### config.mk
export PLATFORM = sky130hd
export DESIGN_NAME = sweep_counter_ctrl
export DESIGN_NICKNAME = d
export VERILOG_FILES = /design/src/rtl/sweep_pkg.sv /design/src/rtl/step_counter.sv /design/src/rtl/sweep_counter_ctrl.sv
export SDC_FILE = /design/constraint.sdc
export NUM_CORES = 1
export LEC_CHECK = 0
export CORE_MARGIN = 1.5
export CORE_UTILIZATION = 50
export CTS_CLUSTER_SIZE = 30
export DETAILED_ROUTE_END_ITERATION = 10
export GPL_TIMING_DRIVEN = 0
export HOLD_SLACK_MARGIN = 0.06
export PLACE_DENSITY = 0.88
export SYNTH_ARGS = -nofsm -noshare
export SYNTH_HDL_FRONTEND = slang
export SYNTH_SLANG_ARGS = --single-unit
### constraint.sdc
create_clock -name clk -period 3.37 [get_ports clk]
set_clock_uncertainty 0.2 [all_clocks]
set_input_delay 0.5055 -clock clk [delete_from_list [all_inputs] [get_ports clk]]
set_output_delay 0.5055 -clock clk [all_outputs]
set_load 0.05 [all_outputs]
### src/rtl/sweep_pkg.sv
// Shared types and helpers for the up/down sweep sequencer.
package sweep_pkg;

   localparam int unsigned W_DEF  = 8;
   localparam int unsigned CW_DEF = 4;
   localparam int unsigned CFG_W  = 32;

   typedef enum logic [2:0] {
      S_IDLE = 3'd0,
      S_LOAD = 3'd1,
      S_UP   = 3'd2,
      S_DOWN = 3'd3,
      S_DONE = 3'd4
   } state_t;

   // Callers zero-extend their operands to CFG_W bits first
   function automatic logic cfg_valid(input logic [CFG_W-1:0] lo,
                                      input logic [CFG_W-1:0] hi,
                                      input logic [CFG_W-1:0] step,
                                      input logic [CFG_W-1:0] cycles);
      return (lo < hi) && (step != '0) && (cycles != '0);
   endfunction

endpackage

### src/rtl/step_counter.sv
// W-bit count register with load, add-step and subtract-step; exposes W+1-bit sum/diff.
module step_counter
   import sweep_pkg::*;
#(
   parameter int unsigned W = W_DEF
) (
   input  logic         clk,
   input  logic         reset,
   input  logic         load,
   input  logic [W-1:0] ld_val,
   input  logic         en,
   input  logic         up,
   input  logic [W-1:0] step,
   output logic [W-1:0] q,
   output logic [W:0]   sum,
   output logic [W:0]   diff
);

   logic [W-1:0] r_q;

   // sum[W] is the carry and diff[W] the borrow; the caller decides clamping
   assign sum  = {1'b0, r_q} + {1'b0, step};
   assign diff = {1'b0, r_q} - {1'b0, step};
   assign q    = r_q;

   always_ff @(posedge clk or posedge reset) begin
      if (reset) begin
         r_q <= '0;
      end else if (load) begin
         r_q <= ld_val;
      end else if (en) begin
         r_q <= up ? sum[W-1:0] : diff[W-1:0];
      end
   end

endmodule

### src/rtl/sweep_counter_ctrl.sv
// Sequencer sweeping a step counter lo->hi->lo for a programmed number of sweeps.
module sweep_counter_ctrl
   import sweep_pkg::*;
#(
   parameter int unsigned W  = W_DEF,
   parameter int unsigned CW = CW_DEF
) (
   input  logic          clk,
   input  logic          reset,
   input  logic          start,
   input  logic          abort,
   input  logic [W-1:0]  lo,
   input  logic [W-1:0]  hi,
   input  logic [W-1:0]  step,
   input  logic [CW-1:0] cycles,
   output logic [W-1:0]  q,
   output logic          dir,
   output logic          busy,
   output logic          done,
   output logic          err,
   output logic          aborted
);

   state_t        r_state, w_state_nxt;
   logic [W-1:0]  r_lo, r_hi, r_step;
   logic [CW-1:0] r_rem, w_rem_nxt;
   logic          r_dir, r_busy, r_done, r_err, r_aborted;
   logic          w_dir_nxt, w_done_nxt, w_err_nxt, w_aborted_nxt, w_latch;
   logic          w_load, w_en, w_up, w_cfg_ok;
   logic [W-1:0]  w_ld_val;
   logic [W:0]    w_sum, w_diff;

   step_counter #(.W(W)) u_cnt (
      .clk    (clk),
      .reset  (reset),
      .load   (w_load),
      .ld_val (w_ld_val),
      .en     (w_en),
      .up     (w_up),
      .step   (r_step),
      .q      (q),
      .sum    (w_sum),
      .diff   (w_diff)
   );

   assign w_cfg_ok = cfg_valid(CFG_W'(lo), CFG_W'(hi), CFG_W'(step), CFG_W'(cycles));

   always_ff @(posedge clk or posedge reset) begin
      if (reset) begin
         r_state   <= S_IDLE;
         r_lo      <= '0;
         r_hi      <= '0;
         r_step    <= '0;
         r_rem     <= '0;
         r_dir     <= 1'b0;
         r_busy    <= 1'b0;
         r_done    <= 1'b0;
         r_err     <= 1'b0;
         r_aborted <= 1'b0;
      end else begin
         r_state   <= w_state_nxt;
         r_rem     <= w_rem_nxt;
         r_dir     <= w_dir_nxt;
         r_busy    <= (w_state_nxt != S_IDLE);
         r_done    <= w_done_nxt;
         r_err     <= w_err_nxt;
         r_aborted <= w_aborted_nxt;
         if (w_latch) begin
            r_lo   <= lo;
            r_hi   <= hi;
            r_step <= step;
         end
      end
   end

   // Next state, counter control and pulse outputs; all clamping compares are W+1 bits
   always_comb begin
      w_state_nxt   = r_state;
      w_rem_nxt     = r_rem;
      w_dir_nxt     = r_dir;
      w_done_nxt    = 1'b0;
      w_err_nxt     = 1'b0;
      w_aborted_nxt = 1'b0;
      w_latch       = 1'b0;
      w_load        = 1'b0;
      w_ld_val      = r_lo;
      w_en          = 1'b0;
      w_up          = 1'b0;

      if (r_state != S_IDLE && abort) begin
         w_state_nxt   = S_IDLE;
         w_aborted_nxt = 1'b1;
         w_dir_nxt     = 1'b0;
      end else begin
         case (r_state)
            S_IDLE: begin
               if (start) begin
                  if (w_cfg_ok) begin
                     w_latch     = 1'b1;
                     w_rem_nxt   = cycles;
                     w_state_nxt = S_LOAD;
                  end else begin
                     w_err_nxt = 1'b1;
                  end
               end
            end
            S_LOAD: begin
               w_load      = 1'b1;
               w_ld_val    = r_lo;
               w_dir_nxt   = 1'b1;
               w_state_nxt = S_UP;
            end
            S_UP: begin
               if (w_sum >= {1'b0, r_hi}) begin
                  w_load      = 1'b1;
                  w_ld_val    = r_hi;
                  w_dir_nxt   = 1'b0;
                  w_state_nxt = S_DOWN;
               end else begin
                  w_en = 1'b1;
                  w_up = 1'b1;
               end
            end
            S_DOWN: begin
               if (w_diff[W] || (w_diff <= {1'b0, r_lo})) begin
                  w_load    = 1'b1;
                  w_ld_val  = r_lo;
                  w_rem_nxt = r_rem - CW'(1);
                  if (r_rem == CW'(1)) begin
                     w_done_nxt  = 1'b1;
                     w_state_nxt = S_DONE;
                  end else begin
                     w_dir_nxt   = 1'b1;
                     w_state_nxt = S_UP;
                  end
               end else begin
                  w_en = 1'b1;
               end
            end
            S_DONE: begin
               w_state_nxt = S_IDLE;
            end
            default: begin
               w_state_nxt = S_IDLE;
            end
         endcase
      end
   end

   assign dir     = r_dir;
   assign busy    = r_busy;
   assign done    = r_done;
   assign err     = r_err;
   assign aborted = r_aborted;

endmodule

# Yosys cells after proc, flatten, opt, wreduce, memory -nomap -nowiden
# Index checks and enable logic that the tools add are counted.
dict set report word_totals {
  in_bits 32
  ff_bits 44
  elab_cells 87
  output_inout_bits 13
}
dict set report op_classes {
  reduce_logical 14
  n_addsub 3
  bitwise 1
  n_mux 45
  n_eq_ne 10
  order_cmp 3
}
# cell count
set ops {}
lappend ops {{$mux W8} 6}
lappend ops {{$mux W1} 25}
lappend ops {{$mux W3} 6}
lappend ops {{$mux W4} 3}
lappend ops {{$pmux W3 S4} 1}
lappend ops {{$add A8 B8 Y9} 1}
lappend ops {{$ge A9 B8 Y1} 1}
lappend ops {{$le A9 B8 Y1} 1}
lappend ops {{$ne A3 B3 Y1 const B} 3}
lappend ops {{$sub A8 B8 Y9} 1}
lappend ops {{$lt A8 B8 Y1} 1}
lappend ops {{$pmux W4 S2} 1}
lappend ops {{$reduce_bool A4 Y1} 2}
lappend ops {{$reduce_bool A8 Y1} 1}
lappend ops {{$eq A3 B2 Y1 const B} 2}
lappend ops {{$ne A2 B2 Y1 const B} 3}
lappend ops {{$pmux W1 S3} 2}
lappend ops {{$reduce_bool A3 Y1} 2}
lappend ops {{$reduce_and A5 Y1} 1}
lappend ops {{$eq A4 B1 Y1 const B} 1}
lappend ops {{$reduce_and A4 Y1} 1}
lappend ops {{$reduce_bool A2 Y1} 2}
lappend ops {{$sub A4 B1 Y4 const B} 1}
lappend ops {{$eq A3 B1 Y1 const B} 1}
lappend ops {{other kinds (5)} 7}

# Depth between registers and ports, before layout
dict set report depth {
  ltp_word 8
  ltp_mapped 17
}

# By module
# From an unflattened synthesis, not the netlist that was laid out.
dict set report hier_totals {
  hier_cells 369
  area_unflattened_um2 3392.0
}
# mod seq_area_each_um2 area_per_inst_um2 cells_each instances
set by_module_without_submodules {}
lappend by_module_without_submodules {sweep_counter_ctrl 900.9 2218.4 216 1}
lappend by_module_without_submodules {step_counter 200.2 1173.6 153 1}

# Worst setup path before layout
# No wires, ideal clock.
dict set report synth_timing {
  path_kind {register to register}
  from {reg u_cnt.r_q[1] (netlist: u_cnt.q[1])}
  to {reg u_cnt.r_q[5] (netlist: u_cnt.q[5])}
  arrival_time_ns 3.438
  period_less_slack_ns 3.764
  stages_incl_launch_ff 16
  path_slack_ns -0.394
  setup_time_ns 0.126
  cell_sequence {dfrtp_1 > ha_1 > nand2b_1 > a21oi_1 > nor2_1 > o21ai_0 > xnor2_1 > ha_1 > and3_1 > o21ai_0 > o21a_1 > nand3_4 > and2_4 > buf_8 > mux2i_1 > a221o_1}
}
dict set report synth_between {
  elab_chain_cells 8
  elab_cells_between_ends 22
  classes_between {add/sub: 2; order compare: 2; mux: 16; reduce/logical: 2}
}
# element line_no
set synth_rtl {}
lappend synth_rtl {{start: declaration} step_counter.sv:19} ;# logic [W-1:0] r_q;
lappend synth_rtl {{start signal: assignment} step_counter.sv:30} ;# r_q <= ld_val;
lappend synth_rtl {{start signal: assignment} step_counter.sv:32} ;# r_q <= up ? sum[W-1:0] : diff[W-1:0];
lappend synth_rtl {{$add A8 B8 Y9} step_counter.sv:22} ;# assign sum = {1'b0, r_q} + {1'b0, step};
lappend synth_rtl {{$ge A9 B8 Y1} sweep_counter_ctrl.sv:114} ;# if (w_sum >= {1'b0, r_hi}) begin
lappend synth_rtl {{$mux W1} sweep_counter_ctrl.sv:114}
lappend synth_rtl {{$mux W1} sweep_counter_ctrl.sv:95} ;# case (r_state)
lappend synth_rtl {{$mux W1} sweep_counter_ctrl.sv:90} ;# if (r_state != S_IDLE && abort) begin
lappend synth_rtl {{$mux W8} step_counter.sv:32}
lappend synth_rtl {{$mux W8} step_counter.sv:31} ;# end else if (en) begin
lappend synth_rtl {{$mux W8} step_counter.sv:29} ;# end else if (load) begin
# Several ways; a longest one is shown, not always the timed one. The select of a mux whose other input is x is not followed.
# A chain may end at the register's enable or synchronous reset.

# Final worst setup path
dict set report layout_timing {
  from {reg u_cnt.r_q[0] (netlist: u_cnt.q[0])}
  to {reg u_cnt.r_q[5] (netlist: u_cnt.q[5])}
}
# The elaborated chain is that of the path after synthesis.

==> impl_summary.md <==
Floorplanning
The effective utilization at floorplan is 0.522. The count of pins on the block boundary is 45. The number of core rows is 29.

In this run the standard cell core region covers 6390 µm². In this run the vertical extent of the chip is roughly 85 µm. The die footprint is between 7000 and 8000 µm². The overall die width is 84.6 µm.

Worst setup path
The reg2reg setup slack is -0.46 ns. For this design, the slowest cell found on the critical path is sky130_fd_sc_hd__dfrtp_2. The critical path in this run is classified as flop to flop. The worst path arrival time is about 3.8 ns.

The startpoint type of the worst setup path is a flop. The longest individual stage delay on the worst path is 0.43 ns. Traced cell by cell, the critical path runs through buf_4 -> ha_4 -> fa_2 -> nand2b_4 -> a221oi_4 -> nor2_1 -> o21bai_1 -> xnor2_2 -> ha_1 -> a21o_1 -> a211oi_4 -> nand3_4 -> o221ai_4 -> inv_2 -> a221o_1. The required arrival time at the worst endpoint is around 3.4 ns. The kind of end point of the critical path is a flop.

Of all nets on the critical path, the largest fanout is 7.

STA
Setup repair after global routing could not meet its margin everywhere. The slew at the pin closest to its max-slew limit is ~1.2 ns. The slack of the critical path is -0.456 ns.

The fmax is 0.261 GHz. The summed negative setup slack over all endpoints is -5.36 ns. The relative slew slack is 0.186. Setup violations remaining at the end of the flow were counted as 17. Dividing the final minimum period by the clock period gives 1.14. The max-slew violation count is 0. The smallest clock period supported by the final layout is computed as between 3 and 4 ns. The total count of hold-check failures in the final report is 0.

Clocking
The clock-pin slew on the worst setup and hold paths is 0.08 ns. The number of buffers on the longest clock path is 2. The CTS tree is done. The number of hold buffers added after CTS was 0. The source-to-sink clock delay at the later pin of the worst-skew pair is roughly 0.31 ns. The clock drives 44 sinks. The maximum level of the CTS H-tree is 2. The TritonCTS buffer count is 5. The root buffer cell chosen for the clock tree is sky130_fd_sc_hd__clkbuf_8.

Final layout
The commonest non-fill, non-tap cell in the layout is sky130_fd_sc_hd__clkdlybuf4s50_1. The layout has between 400 and 500 filler cells. The sequential cells in the finished layout cover a total of roughly 1100 µm². The final antenna diode count is 0. Leaving out fill and tap cells, the most frequent cells in the layout are sky130_fd_sc_hd__clkdlybuf4s50_1 (44), sky130_fd_sc_hd__buf_4 (37), sky130_fd_sc_hd__dfrtp_1 (36). In the final layout, the multi-input gates occupy about 2300 µm². The fraction of final layout cells with drive strength greater than 1 is 0.301.

The layout overhead on the synthesized area is 40.7%. For this run, the number of standard cells in the final layout without fillers is 549. The net count of the finished layout is around 550.

Global routing
The initial antenna violation count came to 0. The maximum number of pins on one net before global-route repair is 42. In the global route stage, met3 resource usage came out at 0.0433.

The first-pass GRT wire length is 15.6 mm. The layer with the highest usage is met2. Across every metal layer, demand over resource in global routing totals 0.275. After global routing the overflow that remains totals 0. The via count of the first global-routing pass is between 3000 and 4000. The global-route track usage on met2 is 0.473. The met1 usage in global routing is 0.352.

Logic synthesis
In this run, synthesis produced a sequential element count of 44. Synthesis handed over a netlist of 378 instances. The net count of the mapped netlist is 453. Of all flip-flops after synthesis, the portion carrying an async set or reset was 1.00.

The top flip-flop cell by instance count after synthesis is sky130_fd_sc_hd__dfrtp_1. The portion of the post-synthesis area used by sequential elements is 0.330. Counting flops with a built-in enable in the synthesized netlist gives 0. The number of distinct library cell variants in the gate-level netlist after synthesis is 63. The mean cell area of the mapped netlist is around 8.8 µm².

The number of synthesis warnings is 0. After synthesis the cells add up to roughly 3300 µm².

Routing
The mean routed wirelength per cell is between 15 and 20 µm. Summed over all layers, the routed wires come to 9.99 mm. The total via count in the routed design is approximately 3300.

The vias per cell is ~6.0. For this run, design rule violations remaining after detail routing come to 0. The first TritonRoute pass finished after 6 iterations. The count of nets left with antenna violations once routing finished came out at 0. The first routing iteration left roughly 380 violations.

Placed design
The number of buffers inserted by port buffering is between 40 and 50. The congestion estimate from routability-driven global placement came to ~0.92. The half-perimeter wire length of the detailed placement result is approximately 6.7 mm. After detailed placement, the design holds a cell count of 500.

Outcome
The final reports fail on negative setup slack. The flow ran to the end, but the final reports show violations.

Run
Max-cap violations in this run came to 0.

Hold path
The worst hold path class is input pin to asynchronous set/reset pin.
[stage by stage]
stage / area (µm²) / worst slack (ns) / utilization / hold slack, ns
finish: 4690 / -0.456 / 0.734 / 0.173
global route: 4690 / -0.550 / 0.734 / 0.189
CTS: 4500 / -0.263 / 0.705 / 0.176
detailed placement: 3990 / -0.451 / 0.625 / 0.291
global placement: 3970 / -0.385 / 0.622 / 0.288
floorplan: 3440 / -0.192 / - / 0.283
[sequential cells by signal, summed over array words and instances, names as in the netlist]
name,cells
r_hi,8
r_lo,8
r_step,8
u_cnt.q,8
r_rem,4
r_state,3
aborted,1
busy,1
dir,1
done,1
err,1
[critical path: cells and delay by family (launching register included)]
kind	cells	cell delay [ns]
AOI/OAI and AO/OA	6	1.36
xor gates and xnor gates	1	0.25
adders and majority gates	3	0.82
buffers and inverters	2	0.25
DFF	1	0.43
and+or+nand+nor	3	0.39
[cell usage after synthesis, types with 2 or more instances]
cell | n | share of area
sky130_fd_sc_hd__dfrtp_1 | 44 | 0.33
sky130_fd_sc_hd__fa_1 | 2 | 0.012
sky130_fd_sc_hd__o21a_1 | 6 | 0.014
sky130_fd_sc_hd__nor3_1 | 10 | 0.015
sky130_fd_sc_hd__clkbuf_1 | 6 | 0.0068
sky130_fd_sc_hd__nand4_1 | 6 | 0.011
sky130_fd_sc_hd__nor2b_1 | 3 | 0.0056
sky130_fd_sc_hd__a21o_1 | 3 | 0.0068
sky130_fd_sc_hd__o221ai_1 | 2 | 0.0053
sky130_fd_sc_hd__o22a_1 | 2 | 0.0053
sky130_fd_sc_hd__xor2_1 | 4 | 0.011
sky130_fd_sc_hd__o22ai_1 | 3 | 0.0056
sky130_fd_sc_hd__a211oi_1 | 4 | 0.0090
sky130_fd_sc_hd__buf_2 | 4 | 0.0060
sky130_fd_sc_hd__nor2_1 | 26 | 0.029
sky130_fd_sc_hd__nor4_1 | 5 | 0.0094
sky130_fd_sc_hd__nand2_1 | 34 | 0.038
sky130_fd_sc_hd__xnor2_1 | 7 | 0.018
sky130_fd_sc_hd__nand3_1 | 7 | 0.011
sky130_fd_sc_hd__inv_1 | 39 | 0.044
sky130_fd_sc_hd__and2_1 | 3 | 0.0056
sky130_fd_sc_hd__mux2_2 | 3 | 0.010
sky130_fd_sc_hd__a21oi_1 | 24 | 0.036
sky130_fd_sc_hd__o21ai_0 | 37 | 0.056
sky130_fd_sc_hd__or2_2 | 3 | 0.0056
sky130_fd_sc_hd__a31oi_1 | 3 | 0.0056
sky130_fd_sc_hd__o21bai_1 | 4 | 0.0090
sky130_fd_sc_hd__ha_1 | 41 | 0.15
sky130_fd_sc_hd__o31a_1 | 2 | 0.0053
sky130_fd_sc_hd__o211ai_1 | 3 | 0.0068
sky130_fd_sc_hd__nand2b_1 | 5 | 0.0094
sky130_fd_sc_hd__mux2i_1 | 2 | 0.0060
[worst paths after layout]
path,startpoint,to,cells after the start
worst max register to register,u_cnt.q[0]$_DFFE_PP0P_,u_cnt.q[5]$_DFFE_PP0P_,15
max in group asynchronous,reset,u_cnt.q[1]$_DFFE_PP0P_,3
min in group clk,dir$_DFFE_PP0P_,dir$_DFFE_PP0P_,1
worst min register to register,dir$_DFFE_PP0P_,dir$_DFFE_PP0P_,1
worst max-delay path,u_cnt.q[0]$_DFFE_PP0P_,u_cnt.q[5]$_DFFE_PP0P_,15
worst min-delay path,reset,r_rem[2]$_DFFE_PP0P_,2
[final cells by class]
class	instances	area share
plain buffers	11	0.0166
clock buffers	6	0.0176
clock inverters	2	0.00214
inverters	40	0.0320
multi-input cells	281	0.500
flip-flops and latches	44	0.237
well taps	77	0.0206
repair buffers	88	0.174
[repair_timing]
| action | 4_1_cts | 5_1_grt |
|---|---|---|
| endpoints found under the hold margin | 0 | 0 |
| buffers inserted | 34 | 9 |
| pin swaps | 36 | 30 |
| resized for setup | 35 | 34 |
| endpoints found under the setup margin | 17 | 17 |
[per-layer routing]
layer,vias up,routed length (µm)
met1,1565,4240
met5,-,0
li1,1521,-
met3,40,600
met4,0,326
met2,161,4830
[cells by family after synthesis]
kind of cell | after synthesis | share of synthesized area
compound gates | 109 | 0.216
xor+xnor | 11 | 0.0289
fa+ha+maj | 43 | 0.166
buf+inv | 53 | 0.0680
flops | 44 | 0.330
mux | 5 | 0.0161
simple gates | 113 | 0.174
Power is not shown: default switching activity piles up to over one toggle a cycle in this logic, so the estimate is an artifact.
